**config.mk**
```make
export PLATFORM = sky130hd
export DESIGN_NAME = if_id_buffer
export DESIGN_NICKNAME = d
export VERILOG_FILES = /design/src/rtl/if_id_pkg.sv /design/src/rtl/sync_fifo_flush.sv /design/src/rtl/if_id_buffer.sv
export SDC_FILE = /design/constraint.sdc
export NUM_CORES = 1
export LEC_CHECK = 0
export CAP_MARGIN = 20
export CORE_UTILIZATION = 40
export CTS_CLUSTER_DIAMETER = 120
export DETAILED_ROUTE_END_ITERATION = 8
export PLACE_DENSITY = 0.69
export SKIP_CTS_REPAIR_TIMING = 1
export SLEW_MARGIN = 40
export SYNTH_ARGS = -nofsm -noshare
export SYNTH_HDL_FRONTEND = slang
export SYNTH_SLANG_ARGS = --single-unit
```
**constraint.sdc**
```tcl
create_clock -name clk -period 7.95 [get_ports clk]
set_clock_uncertainty 0.2 [all_clocks]
set_input_delay 1.59 -clock clk [delete_from_list [all_inputs] [get_ports clk]]
set_output_delay 1.59 -clock clk [all_outputs]
set_load 0.03 [all_outputs]
```
**src/rtl/if_id_pkg.sv**
```systemverilog
// Shared types and constants for the fetch/decode boundary.
// The fetch triple travels as one packed record through the buffer.
package if_id_pkg;

    localparam logic [31:0] NOP_INSTR = 32'h0000_0013;

    typedef struct packed {
        logic [31:0] instr;
        logic [15:0] pc;
        logic [15:0] pc_plus4;
    } fetch_pkt_t;

endpackage

```
**src/rtl/sync_fifo_flush.sv**
```systemverilog
// Circular FIFO of fetch triples with push/pop and a single-cycle flush.
// Flush wins over push and pop: the queue is emptied and rd_ptr jumps to wr_ptr.
module sync_fifo_flush
    import if_id_pkg::*;
#(
    parameter int DEPTH = 2,
    localparam int PTR_W = $clog2(DEPTH),
    localparam int CNT_W = PTR_W + 1
) (
    input  logic             clk,
    input  logic             reset,
    input  logic             push,
    input  logic             pop,
    input  logic             flush,
    input  fetch_pkt_t       wr_data,
    output fetch_pkt_t       rd_data,
    output logic [CNT_W-1:0] count
);

    logic [PTR_W-1:0] rd_ptr_q, rd_ptr_d;
    logic [PTR_W-1:0] wr_ptr_q, wr_ptr_d;
    logic [CNT_W-1:0] count_q, count_d;
    logic             wr_en;
    fetch_pkt_t       mem_q [DEPTH];

    // NOTE: every signal gets its hold value first, so no path leaves it unassigned (no latch).
    always_comb begin
        rd_ptr_d = rd_ptr_q;
        wr_ptr_d = wr_ptr_q;
        count_d  = count_q;
        wr_en    = push & ~flush;
        if (flush) begin
            count_d  = '0;
            rd_ptr_d = wr_ptr_q;
        end else begin
            if (push) wr_ptr_d = wr_ptr_q + PTR_W'(1);
            if (pop)  rd_ptr_d = rd_ptr_q + PTR_W'(1);
            case ({push, pop})
                2'b10:   count_d = count_q + CNT_W'(1);
                2'b01:   count_d = count_q - CNT_W'(1);
                default: count_d = count_q;
            endcase
        end
    end

    // NOTE: state uses non-blocking assignments so every flop samples pre-edge values.
    always_ff @(posedge clk or posedge reset) begin
        if (reset) begin
            rd_ptr_q <= '0;
            wr_ptr_q <= '0;
            count_q  <= '0;
        end else begin
            rd_ptr_q <= rd_ptr_d;
            wr_ptr_q <= wr_ptr_d;
            count_q  <= count_d;
        end
    end

    // NOTE: storage has no reset; the consumer only reads it while count is non-zero.
    always_ff @(posedge clk) begin
        if (wr_en) mem_q[wr_ptr_q] <= wr_data;
    end

    assign rd_data = mem_q[rd_ptr_q];
    assign count   = count_q;

endmodule

```
**src/rtl/if_id_buffer.sv**
```systemverilog
// IF/ID decoupling buffer: queues fetch triples, stalls fetch when full,
// drops wrong-path work on a redirect and shows a NOP to decode when empty.
module if_id_buffer
    import if_id_pkg::fetch_pkt_t;
#(
    parameter int          DEPTH     = 2,
    parameter logic [31:0] NOP_INSTR = 32'h0000_0013
) (
    input  logic        clk,
    input  logic        reset,
    input  logic [31:0] if_instr,
    input  logic [15:0] if_pc,
    input  logic [15:0] if_pc_plus4,
    input  logic        pc_src,
    input  logic        id_ready,
    output logic        id_valid,
    output logic [31:0] id_instr,
    output logic [15:0] id_pc,
    output logic [15:0] id_pc_plus4,
    output logic        pc_write_zero
);

    localparam int CNT_W = $clog2(DEPTH) + 1;

    fetch_pkt_t       wr_pkt;
    fetch_pkt_t       head_pkt;
    logic [CNT_W-1:0] count;
    logic             has_data;
    logic             pop;
    logic             push;

    sync_fifo_flush #(.DEPTH(DEPTH)) u_fifo (
        .clk     (clk),
        .reset   (reset),
        .push    (push),
        .pop     (pop),
        .flush   (pc_src),
        .wr_data (wr_pkt),
        .rd_data (head_pkt),
        .count   (count)
    );

    // A pop frees the slot this cycle, so a full buffer being drained keeps fetch running.
    always_comb begin
        has_data      = (count != '0);
        pop           = has_data & id_ready;
        pc_write_zero = (count == CNT_W'(DEPTH)) & ~pop;
        push          = ~pc_write_zero & ~pc_src;
        wr_pkt        = '{instr: if_instr, pc: if_pc, pc_plus4: if_pc_plus4};

        id_valid    = has_data;
        id_instr    = NOP_INSTR;
        id_pc       = '0;
        id_pc_plus4 = '0;
        if (has_data) begin
            id_instr    = head_pkt.instr;
            id_pc       = head_pkt.pc;
            id_pc_plus4 = head_pkt.pc_plus4;
        end
    end

endmodule

```
==> results of run 1 <==
## metrics by stage
stage               cell area, um^2  power (mW)
floorplan                      5020        1.44
global placement               6500        1.68
detailed placement             6570        1.71
CTS                            7220        2.56
global route                   7220        2.64
finish                         7220        2.53
## Yosys cell counts
| master | n | share of area |
|---|---|---|
| a21oi_1 | 1 | 0.0010 |
| and2_1 | 1 | 0.0012 |
| buf_2 | 7 | 0.0070 |
| buf_4 | 1 | 0.0015 |
| buf_6 | 5 | 0.011 |
| dfrtp_1 | 4 | 0.020 |
| edfxtp_1 | 128 | 0.77 |
| inv_1 | 1 | 0.00075 |
| inv_2 | 1 | 0.00075 |
| mux2i_1 | 64 | 0.13 |
| nand2_1 | 5 | 0.0037 |
| nor2_1 | 63 | 0.047 |
| nor2_2 | 1 | 0.0012 |
| nor2b_1 | 1 | 0.0012 |
| nor3_1 | 1 | 0.0010 |
| nor3b_2 | 1 | 0.0025 |
| o21ai_1 | 2 | 0.0020 |
| xnor2_1 | 1 | 0.0017 |
| xor2_1 | 2 | 0.0035 |
## area by class of cell
| cell class | instances | area, um^2 |
|---|---|---|
| clock buffers | 24 | 512 |
| clock inverters | 8 | 144 |
| fillers | 968 | 4890 |
| inverters | 2 | 7.51 |
| multi-input cells | 143 | 986 |
| flip-flops and latches | 132 | 3950 |
| well taps | 168 | 210 |
| repair buffers | 139 | 1410 |
## power groups by stage
stage	Sequential [mW]	Combinational [mW]	Clock, mW
2_1_floorplan	0.971	0.474	0
3_3_place_gp	1.03	0.643	0
3_5_place_dp	0.974	0.738	0
4_1_cts	0.961	0.741	0.861
5_1_grt	0.970	0.780	0.893
6_report	0.959	0.726	0.846
## state kept, by name (all words and copies together) (netlist names)
signal / cells
u_fifo.count: 2
u_fifo.mem_q: 128
u_fifo.rd_ptr_q: 1
u_fifo.wr_ptr_q: 1
## cell families after synthesis
family | share of synthesized area
AOI/OAI and AO/OA | 0.00299
DFF | 0.785
muxes | 0.128
and+or+nand+nor | 0.0580
buffers and inverters | 0.0212
xor gates and xnor gates | 0.00523
## worst min-delay path by stage
| stage | to | cells past startpoint |
|---|---|---|
| floorplan | u_fifo.wr_ptr_q | 1 |
| detailed placement | u_fifo.wr_ptr_q | 1 |
| global route | u_fifo.wr_ptr_q | 1 |
| finish | u_fifo.wr_ptr_q | 1 |
| global placement | u_fifo.wr_ptr_q | 1 |
| CTS | u_fifo.wr_ptr_q | 1 |
## placed cells by master, fill, tap and decap left out
| cell | count |
|---|---|
| a21oi_1 | 1 |
| and2_4 | 1 |
| buf_12 | 3 |
| buf_4 | 3 |
| bufinv_16 | 4 |
| clkbuf_1 | 1 |
| clkbuf_16 | 17 |
| clkbuf_8 | 6 |
| clkdlybuf4s50_1 | 133 |
| clkinv_1 | 1 |
| clkinv_2 | 1 |
| clkinvlp_4 | 2 |
| dfrtp_1 | 3 |
| dfrtp_4 | 1 |
| edfxtp_1 | 128 |
| inv_1 | 1 |
| inv_2 | 1 |
| mux2i_1 | 64 |
| nand2_1 | 5 |
| nor2_1 | 63 |
| nor2_4 | 1 |
| nor2b_1 | 1 |
| nor3_2 | 1 |
| nor3b_2 | 1 |
| o21ai_1 | 2 |
| xnor2_1 | 1 |
| xor2_1 | 2 |
## worst reg2reg max path, stage by stage (launching register included)
cell     delay, ps
dfrtp_1        430
nor3b_2        210
nor2_1         160
and2_4         480
buf_12         270
## routing by layer
metal  vias up  global-route usage
li1       1362                   -
met4         0              0.0649
met2        91               0.259
met5         -                   0
met3        12              0.0572
met1      1412               0.188
==> flow_summary.json, run 1 <==
{
  "drive_above_1_share": 0.0938,
  "timing.slew.headroom": 0.501,
  "power_per_cell_area_nw_per_um2": 351,
  "switching_power_mw": 0.735,
  "min_period_over_period": 0.616,
  "synth_cells": 290,
  "syn-cell-area_um2": 5020,
  "cts_buffer_depth": 2,
  "final_nets": 503,
  "clock_latency_ps": 410,
  "antenna_found_initial": 0,
  "die_h_um": 114,
  "setup_viol": 0,
  "grt_first_pass_wirelength_um": 15200,
  "postSynthAreaPerCell_um2": 17.3,
  "drtAntennaViolNets": 0,
  "post-place-cells": 584,
  "ir_drop_mv": 0.243,
  "path_class": "primary input to primary output",
  "worst-path-max-fanout": 4,
  "htreeDepth": 4,
  "synthToLayoutAreaGrowth_pct": 43.7,
  "r2r_cells": 4,
  "p_seq_frac": 0.379,
  "reg2reg_to": "u_fifo.mem_q[1][11]",
  "crit_end": "pc_write_zero",
  "finalSetupTns_ps": 0,
  "coreArea_um2": 12100,
  "holdWs_ps": 345,
  "start_util": 0.415,
  "maxCapViolCount": 0,
  "worst_setup_path_end_kind": "primary output",
  "power_leakage_nw": 2.61,
  "rsz0062_at_grt": "no",
  "drtIter0Drc": 124,
  "num_antenna_cells": 0,
  "hp-start": "u_fifo.wr_ptr_q",
  "outcome": "finished, final reports clean",
  "ys_ff_latch": 132,
  "cp_cell_sequence": "clkdlybuf4s50_1 -> nor3b_2 -> clkdlybuf4s50_1",
  "worst_slew_pin_slew_ps": 747,
  "post-route-util": 0.596,
  "grt_pass1_vias": 3015,
  "ys_seq_area_frac": 0.785,
  "routedWlPerCell_um": 15.5,
  "slew_violations": 0,
  "num_vias": 2877,
  "cp.required_ps": 6160,
  "hold_class": "flop to flop",
  "top_layer_used": "met4",
  "grt_usage": 0.158,
  "drt-vias-per-instance": 4.67,
  "grt_max_degree": 34,
  "place_congestion": 0.686,
  "wl_met1_um": 4110,
  "first_pass_iters": 4,
  "ys_warn_count": 0,
  "cts_tree": "done",
  "clkPwrFrac": 0.334,
  "period_needed_ps": 4900,
  "gr-total-overflow": 0,
  "rows": 40,
  "slowest_stage": "clkdlybuf4s50_1",
  "fin_ws_ps": 3050,
  "crit_buf_inv": 2,
  "die_area_um2": 13000,
  "root_buffer": "clkbuf_16",
  "p_comb_frac": 0.287,
  "dp_hpwl_um": 6040,
  "crit_path_frequent_cell": "clkdlybuf4s50_1",
  "r2r-start": "u_fifo.count[1]",
  "critPathTopFamily": "buffers and inverters",
  "hold_viol_final": 0,
  "drc_errors": 0,
  "io_pins": 134,
  "route.met3.wl_um": 537,
  "totalWireLength_um": 9560,
  "cts.reportedPaths.clkPinSlew_ps": 60,
  "synth_cell_type_count": 19,
  "max_stage_delay_ps": 730,
  "dpl_worst_slack_ps": 3090,
  "cts_buffers": 17,
  "fin_cells": 616,
  "path_depth": 3,
  "wl_met2_um": 4770,
  "cp_data_arrival_time_ps": 3110,
  "internal_power_mw": 1.80,
  "fp.dieW_um": 114,
  "cts.sinks": 132,
  "port_buffers": 133,
  "syn-num-nets": 358,
  "p_sw_frac": 0.290,
  "crit_path_start_kind": "primary input",
  "cp-startpoint": "id_ready",
  "max_freq_mhz": 204,
  "timing.reg2reg.setup_slack_ps": 5850
}
(Power assumes the default switching activity.)
==> run 2, diff against run 1 <==
Settings changed: PLACE_DENSITY 0.69 to 0.72.
Clock period 7.95 ns to 4.1 ns, I/O delays scaled along.
==> run 2 against run 1 <==
Effect of this change: non-clock buffer count unchanged; wire length decreased by 1.1%; worst hold slack improved by 54 ps; core utilization decreased by 0.70 points; critical path depth increased by 1; via count decreased by 1.6%; clock power increased by 68%; combinational power increased by 87%; critical endpoint is now id_pc_plus4[5]; largest cell class unchanged.
==> flow_summary.json, run 2 (same netlist as run 1, synthesis figures left out) <==
{
  "outcome": "finished, final reports clean",
  "first_pass_iters": 4,
  "setup_viol": 0,
  "grt_max_degree": 65,
  "max_freq_mhz": 291,
  "crit_buf_inv": 2,
  "hold_viol_final": 0,
  "synthToLayoutAreaGrowth_pct": 42.0,
  "power_per_cell_area_nw_per_um2": 656,
  "drive_above_1_share": 0.0893,
  "min_period_over_period": 0.838,
  "crit_path_start_kind": "flop",
  "worst_setup_path_end_kind": "primary output",
  "antenna_found_initial": 0,
  "slew_violations": 0,
  "dp_hpwl_um": 6010,
  "drtAntennaViolNets": 0,
  "grt_first_pass_wirelength_um": 15100,
  "ir_drop_mv": 0.402,
  "num_vias": 2832,
  "critPathTopFamily": "buffers and inverters",
  "totalWireLength_um": 9460,
  "die_h_um": 114,
  "hold_class": "primary input to asynchronous set/reset pin",
  "io_pins": 134,
  "path_class": "flop to primary output",
  "rsz0062_at_grt": "no",
  "max_stage_delay_ps": 740,
  "drtIter0Drc": 137,
  "cts_buffers": 17,
  "final_nets": 503,
  "final_common_cell": "clkdlybuf4s50_1",
  "coreArea_um2": 12100,
  "maxCapViolCount": 0,
  "grt_pass1_vias": 3059,
  "routedWlPerCell_um": 15.4,
  "cts.sinks": 132,
  "largest_register_ffs": 128,
  "holdWs_ps": 399,
  "cp_data_arrival_time_ps": 2420,
  "rows": 40,
  "period_needed_ps": 3440,
  "top_register": "u_fifo.mem_q",
  "grt_usage": 0.156,
  "fp.dieW_um": 114,
  "place_congestion": 0.708,
  "drc_errors": 0,
  "worst_slew_pin_slew_ps": 532,
  "power_leakage_nw": 2.56,
  "timing.slew.headroom": 0.645,
  "root_buffer": "clkbuf_16",
  "post-place-cells": 584,
  "htreeDepth": 4,
  "clock_latency_ps": 410,
  "finalSetupTns_ps": 0,
  "gr-total-overflow": 0,
  "die_area_um2": 13000,
  "fin_cells": 616,
  "cts_tree": "done",
  "port_buffers": 133,
  "cts.reportedPaths.clkPinSlew_ps": 60,
  "cp.required_ps": 3080,
  "final_cell_mix": "133 x clkdlybuf4s50_1, 128 x edfxtp_1, 64 x mux2i_1",
  "cts_buffer_depth": 2,
  "num_antenna_cells": 0,
  "nFillCells": 988,
  "worst-path-max-fanout": 27,
  "start_util": 0.415,
  "total_power_mw": 4.68,
  "slowest_stage": "dfrtp_4",
  "cp_cell_sequence": "buf_4 -> mux2i_1 -> nor2_1 -> clkdlybuf4s50_1",
  "drt-vias-per-instance": 4.60
}
run 2: per-layer routing:
layer,part of all wire,vias up,track usage,wire [um]
li1,-,1370,-,-
met1,0.43,1354,0.191,4050
met2,0.51,94,0.260,4800
met3,0.052,14,0.0503,496
met4,0.012,0,0.0571,112
met5,0,-,0,0
run 2: layout make-up:
type                       instances  area (um^2)  share of cell area
timing repair buffer             139         1410               0.198
inverter                           2         7.51             0.00105
multi-input combinational        143          992               0.139
tap                              168          210              0.0295
clock buffer                      17          425              0.0596
clock inverter                    15          139              0.0195
sequential                       132         3950               0.553
run 2: metrics by stage:
step / utilization / cell area (um^2) / setup slack, ps
after floorplan: - / 5030 / 24.7
after global placement: 0.541 / 6550 / 755
after detailed placement: 0.543 / 6570 / 733
after CTS: 0.589 / 7140 / 609
after global routing: 0.589 / 7140 / 531
final: 0.589 / 7140 / 663
run 2: worst paths after layout:
| path | slack, ps | startpoint | cells past startpoint | endpoint |
|---|---|---|---|---|
| worst max-delay path | 660 | u_fifo.rd_ptr_q | 4 | id_pc_plus4[5] |
| worst min-delay path | 400 | reset | 2 | u_fifo.rd_ptr_q |
| worst max register to register | 1980 | u_fifo.count[1] | 4 | u_fifo.mem_q[1][59] |
| worst min register to register | 400 | u_fifo.wr_ptr_q | 1 | u_fifo.wr_ptr_q |
| max in group asynchronous | 3130 | reset | 2 | u_fifo.rd_ptr_q |
| min in group clk | 400 | u_fifo.wr_ptr_q | 1 | u_fifo.wr_ptr_q |
run 2: worst register-to-register path, delay by kind of cell (launching register included):
family                 cells  cell delay (ps)
buffers and inverters      1              280
flip-flops                 1              440
AND/OR/NAND/NOR            3              840
run 2: power by group:
group,internal (mW),switching (mW),leakage (nW)
registers,1.78,0.123,1.25
clock network,0.885,0.535,0.269
logic,0.582,0.773,1.04
total,3.25,1.43,2.56
==> run 3, diff against run 2 <==
Clock period 4.1 ns to 3.15 ns, I/O delays scaled along.
==> run 3 against run 2 <==
Effect of this change: wire length grew 1.0%; final area grew 0.60%; clock power grew 29%; sequential power grew 26%; clock-buffer cell count grew 2; non-clock buffer count grew 5; sequential share of layout area shrank 0.33 points; cell count grew 0.81%; critical path type is now primary input to primary output; critical endpoint is now pc_write_zero; largest power group unchanged.
==> flow_summary.json, run 3 (same netlist as run 1, synthesis figures left out) <==
{
  "outcome": "finished, final reports clean",
  "routedWlPerCell_um": 15.4,
  "drive_above_1_share": 0.0971,
  "die_h_um": 114,
  "min_period_over_period": 0.955,
  "rows": 40,
  "first_pass_iters": 4,
  "num_vias": 2881,
  "synthToLayoutAreaGrowth_pct": 42.9,
  "r2r_cells": 4,
  "largest_register_ffs": 128,
  "grt_max_degree": 65,
  "worst_slew_pin_slew_ps": 467,
  "dpl_worst_slack_ps": 135,
  "totalWireLength_um": 9550,
  "cts_buffers": 17,
  "grt_pass1_vias": 3043,
  "hold_class": "primary input to asynchronous set/reset pin",
  "ir_drop_mv": 0.427,
  "drtIter0Drc": 151,
  "final_nets": 508,
  "drc_errors": 0,
  "cp.required_ps": 2320,
  "fin_cells": 621,
  "fin_ws_ps": 141,
  "grt_usage": 0.156,
  "worst-path-max-fanout": 4,
  "period_needed_ps": 3010,
  "coreArea_um2": 12100,
  "cts.sinks": 132,
  "power_leakage_nw": 2.59,
  "drtAntennaViolNets": 0,
  "cts_tree": "done",
  "drt-vias-per-instance": 4.64,
  "dp_hpwl_um": 5900,
  "final_common_cell": "clkdlybuf4s50_1",
  "cp_cell_sequence": "clkdlybuf4s50_1 -> nor3b_2 -> clkdlybuf4s50_1",
  "gr-total-overflow": 0,
  "rsz0062_at_grt": "no",
  "slew_violations": 0,
  "port_buffers": 133,
  "top_register": "u_fifo.mem_q",
  "timing.slew.headroom": 0.688,
  "total_power_mw": 6.10,
  "crit_path_frequent_cell": "clkdlybuf4s50_1",
  "hold_viol_final": 0,
  "root_buffer": "clkbuf_16",
  "place_congestion": 0.676,
  "cts_buffer_depth": 2,
  "cp_data_arrival_time_ps": 2180,
  "num_antenna_cells": 0,
  "fp.dieW_um": 114,
  "power_per_cell_area_nw_per_um2": 849,
  "worst_setup_path_end_kind": "primary output",
  "max_freq_mhz": 332,
  "maxCapViolCount": 0,
  "die_area_um2": 13000,
  "start_util": 0.415,
  "final_cell_mix": "133 x clkdlybuf4s50_1, 128 x edfxtp_1, 64 x mux2i_1",
  "clock_latency_ps": 400,
  "htreeDepth": 4,
  "grt_first_pass_wirelength_um": 15000,
  "crit_path_start_kind": "primary input",
  "path_class": "primary input to primary output",
  "setup_viol": 0,
  "antenna_found_initial": 0,
  "post-place-cells": 585,
  "max_stage_delay_ps": 750,
  "cts.reportedPaths.clkPinSlew_ps": 50,
  "io_pins": 134,
  "slowest_stage": "clkdlybuf4s50_1"
}
## run 3: final cells by class
cell class / count / area, um^2
Timing Repair Buffer: 144 / 1470
Sequential cell: 132 / 3950
Tap cell: 168 / 210
Fill cell: 959 / 4930
Clock buffer: 19 / 433
Multi-Input combinational cell: 143 / 992
Clock inverter: 13 / 116
Inverter: 2 / 7.51
## run 3: final timing paths
kind,startpoint,endpoint,slack (ps)
max in group asynchronous,reset,u_fifo.rd_ptr_q,2340
setup reg to reg,u_fifo.count[1],u_fifo.mem_q[1][47],1270
hold / removal,reset,u_fifo.rd_ptr_q,230
hold reg to reg,u_fifo.wr_ptr_q,u_fifo.wr_ptr_q,380
min in group clk,u_fifo.wr_ptr_q,u_fifo.wr_ptr_q,380
setup / recovery,id_ready,pc_write_zero,140
## run 3: metrics by stage
step	area, um^2	utilization	hold WS, ps	TNS [ps]
3_3_place_gp	6580	0.543	352	0
5_1_grt	7180	0.593	235	0
4_1_cts	7130	0.589	227	-28.7
3_5_place_dp	6580	0.543	370	0
2_1_floorplan	5030	-	196	0
6_report	7180	0.593	233	0
## run 3: routing by layer
layer | track usage | share of wire
met5 | 0 | 0
met3 | 0.0556 | 0.059
met2 | 0.274 | 0.52
met1 | 0.169 | 0.41
met4 | 0.0736 | 0.015
## run 3: report_power, final
group	leakage, nW	switching, mW	internal (mW)	total, mW
sequential	1.25	0.0870	2.32	2.41
clock	0.269	0.681	1.14	1.83
combinational	1.08	1.08	0.776	1.86
total	2.59	1.85	4.24	6.10
## run 3: worst max-delay path: cells and delay by family
family                 cells  cell delay (ps)
buffers and inverters      2             1220
and+or+nand+nor            1              320
==> variant 1 (settings of run 2) <==
`DEPTH` is set to 2 in 2 places; all go to 4.
--- a/src/rtl/sync_fifo_flush.sv
+++ b/src/rtl/sync_fifo_flush.sv
@@ -5,3 +5,3 @@
 #(
-    parameter int DEPTH = 2,
+    parameter int DEPTH = 4,
     localparam int PTR_W = $clog2(DEPTH),
--- a/src/rtl/if_id_buffer.sv
+++ b/src/rtl/if_id_buffer.sv
@@ -5,3 +5,3 @@
 #(
-    parameter int          DEPTH     = 2,
+    parameter int          DEPTH     = 4,
     parameter logic [31:0] NOP_INSTR = 32'h0000_0013
Behaviour: not the same (Yosys sat finds a counterexample within 4 cycles, from zero or initial values and one cycle with reset high).
==> variant 1 against run 2 <==
Design area is 80% higher; worst setup slack got worse by 0.47 ns; sequential cell count grew 131; global-route usage is 0.96 points lower; area after synthesis increased by 100%; wire length rose by 97%; non-clock buffer count grew 6; total power rose by 110%; critical path type unchanged; critical endpoint is now id_pc[5].
==> variant 1: results (changes against run 2) <==
* Status: finished clean
* Drt wl/cell at 19.6 um (+28%)
* Post-synth ARST share at 2.66% (-0.37 points)
* Seq pwr share at 38.1% (-2.6 points)
* Critical Path End: id_pc[5]
* Minimum clock period at 3.90 ns (+0.468 ns)
* Leakage dissipation at 4.14 nW (+62%)
* Detailed Place HPWL at 11.3 mm (+87%)
* EDFF count, synth at 256 (+100%)
* Met1 usage at 17.7% (-1.4 points)
* Largest cells by area after synthesis: edfxtp_1, mux4_2, and2_1
* Worst skew pair latency at 0.52 ns (+0.11 ns)
* Slew @ Worst Pin at 0.506 ns (-0.0263 ns)
* Synth top cells by count: edfxtp_1, and2_1, mux4_2
* Post-Syn Instances at 455 (+57%)
* CP max FO at 25 (-7.4%)
* Post-route insts no fill at 949 (+54%)
* Cts bufs inserted at 27 (+10)
* Initial DRC Count at 233 (+70%)
* Worst R2R Setup Slack at 1.50 ns (-0.48 ns)
* Nets at 679 (+35%)
* Worst vdd ir at 0.499 mV (+24%)
* Fraction of layout cells with a size suffix above 1 at 20.2% (+11 points)
* CTS Buffer Depth at 3 (+1)
* P_clk at 2.34 mW (+65%)
* Overall Power at 9.90 mW (+110%)
* Worst r2r dst: u_fifo.count[1]$_DFFE_PP0P_
* Met3 Track Usage GR at 2.95% (-2.1 points)
* Grt met2 use at 26.6% (+0.57 points)
* H-tree levels at 1 (-3)
* Sequential area share after synthesis at 77.5% (-0.99 points)
* Placer Congestion at 0.691 (-2.4%)
* Largest net degree at the start of global routing at 44 (-32%)
* Global-route wire length before repair at 28.8 mm (+91%)
* Hold slack at 0.349 ns (-0.0501 ns)
* Syn_nets at 528 (+47%)
* Max reg flops at 256 (+100%)
* Design internal power at 6.70 mW (+110%)
* Pre-CTS setup slack at 0.663 ns (-0.0697 ns)
* Vias in the first global route at 5195 (+70%)
* CP startpoint: u_fifo.rd_ptr_q[0]$_DFFE_PP0P_
* Dpl cells at 901 (+54%)
variant 1: layout make-up:
type                    instances  area, um2
fillers                      1929      11800
multi-input cells             165       2140
clock buffers                  32        694
repair buffers                145       1520
flip-flops and latches        263       7870
clock inverters                16        161
well taps                     324        405
inverters                       4       15.0
variant 1: kinds of logic after synthesis:
group           count (synthesis)  share of synthesized area (%)
compound gates                  9                          0.543
xor+xnor                        3                          0.259
fa+ha+maj                       5                          0.691
buf+inv                        27                           1.48
flops                         263                           77.5
mux                            65                           14.3
simple gates                   83                           5.19
variant 1: critical path, delay by kind of cell, from the launching register on:
| family | cells | cell delay (ns) |
|---|---|---|
| buffers and inverters | 2 | 0.88 |
| multiplexers | 1 | 0.55 |
| flip-flops | 1 | 0.74 |
| AND/OR/NAND/NOR | 1 | 0.18 |
variant 1: metal layers:
layer  vias up  wire length (um)
met5         -                 0
met4         0               387
li1       2149                 -
met3        29               945
met1      2466              7610
met2       127              9700
==> variant 2 (flow settings as in run 2) <==
Without the edit above. Make the reset (`reset`) synchronous in one clocked block.
--- a/src/rtl/sync_fifo_flush.sv
+++ b/src/rtl/sync_fifo_flush.sv
@@ -46,3 +46,3 @@
     // NOTE: state uses non-blocking assignments so every flop samples pre-edge values.
-    always_ff @(posedge clk or posedge reset) begin
+    always_ff @(posedge clk) begin
         if (reset) begin
Function: differs if reset is asserted again (counterexample within 4 cycles, from zero or initial values and one cycle with reset high); with reset held inactive, the same outputs for 10 cycles.
==> variant 2 against run 2 <==
Wire length shrank 2.7%; first-iteration DRC count fell by 8.0%; worst setup slack lost 0.0038 ns; die area is essentially flat; highest routed layer unchanged; sequential cell count grew 1; maximum frequency fell by 0.11%; largest cell class unchanged; area after synthesis about the same; design area grew 0.32%; critical path type is now primary input to output pin.
Power is not compared: it rests on default switching activity, and its combinational part moved more than twofold at a synthesized area within 25%.
==> variant 2: results (changes against run 2) <==
* Status: finished clean
* Post-route insts no fill at 618 (+0.32%)
* Post-DP Area at 0.00659 mm2 (+0.32%)
* Port Buffer Count at 133 (unchanged)
* Nets at 505 (+0.40%)
* Synth-to-layout area growth at 42.6%
* Average vias per placed instance at 4.57 (-0.57%)
* Leakage dissipation at 2.41 nW
* Vias in the first global route at 2965 (-3.1%)
* Initial DRC Count at 126 (-8.0%)
* Yosys cell types at 18 (-1)
* Sequential area share after synthesis at 78.6% (about the same)
* Final period utilization at 83.9% (+0.093 points)
* Worst R2R Setup Slack at 1.90 ns (-0.08 ns)
* Placer Congestion at 0.713 (+0.65%)
* CP max FO at 4 (-85%)
* Filler cells at 997 (+0.91%)
* Dpl cells at 586 (+0.34%)
* Pre-CTS setup slack at 0.650 ns (-0.0832 ns)
* Synth top cells by count: edfxtp_1, mux2i_1, nor2_1
* Detailed Place HPWL at 5.88 mm (-2.2%)
* Global-route wire length before repair at 14.7 mm (-2.5%)
* Arr. time, crit path at 2.42 ns (about the same)
* Worst vdd ir at 0.279 mV
* Synth Warn # at 0 (unchanged)
* DRT Pass-1 Iters at 6 (+2)
* Largest net degree at the start of global routing at 43 (-34%)
* Mapped cell area at 0.00502 mm2 (about the same)
* Syn_nets at 360 (+0.56%)
* EDFF count, synth at 128 (unchanged)
* Fraction of layout cells with a size suffix above 1 at 8.89% (-0.040 points)
* Antenna violations before repair at 0 (unchanged)
* WL final at 9.20 mm (-2.7%)
* Max reg flops at 128 (unchanged)
* Largest cells by area after synthesis: edfxtp_1, mux2i_1, nor2_1
* Hold Path Class: flip-flop to flip-flop
* Hold slack at 0.351 ns (-0.0483 ns)
* Post-synth ARST share at 0% (-3.0 points)
* Rel. slew slack at 50.1% (-14 points)
* Most used DFF post-synth: edfxtp_1
* Syn avg cell area at 17.2 um2 (-0.78%)
* Gr usage total at 15.2% (-0.41 points)
* Worst skew pair latency at 0.40 ns
[variant 2: cell count changes after synthesis, moves of 4 or more]
cell	change
buf_4	+6
buf_6	-5
dfxtp_1	+5
dfrtp_1	-4
[variant 2: critical path, stage by stage]
cell and delay (ns):
clkdlybuf4s50_1 0.48, nor3b_2 0.35, clkdlybuf4s50_1 0.77
[variant 2: cells by family after synthesis]
family | synth area share (%)
xor+xnor | 0.349
mux | 12.8
flops | 78.6
buf+inv | 1.87
simple gates | 5.71
compound gates | 0.723
[variant 2: path summary, 6_finish.rpt]
| path | start | to | cells after the start |
|---|---|---|---|
| worst min register to register | u_fifo.wr_ptr_q$_SDFFE_PP0P_ | u_fifo.wr_ptr_q$_SDFFE_PP0P_ | 2 |
| worst min-delay path | u_fifo.wr_ptr_q$_SDFFE_PP0P_ | u_fifo.wr_ptr_q$_SDFFE_PP0P_ | 2 |
| worst max-delay path | id_ready | pc_write_zero | 3 |
| worst max register to register | u_fifo.count[1]$_SDFFE_PP0P_ | u_fifo.mem_q[0][46]$_DFFE_PP_ | 4 |
[variant 2: cell type report]
class / instances / share of cell area [%]
Sequential cell: 133 / 55.1
Clock buffer: 18 / 6.00
Clock inverter: 14 / 1.91
Inverter: 3 / 0.157
Multi-Input combinational cell: 143 / 13.9
Tap cell: 168 / 2.94
Timing Repair Buffer: 139 / 19.9
[variant 2: routing by layer]
layer  wire length, um  vias to the layer above  track usage (%)
li1                  -                     1374                -
met1              3880                     1348             18.4
met2              4660                       91             24.9
met3               549                       12             5.15
met4               112                        0             6.49
met5                 0                        -                0
[variant 2: power by group]
group / switching [mW] / total, mW / internal, mW
Clock: 0.528 / 1.41 / 0.886
Combinational: 0.202 / 0.380 / 0.178
Sequential: 0.0270 / 1.60 / 1.57
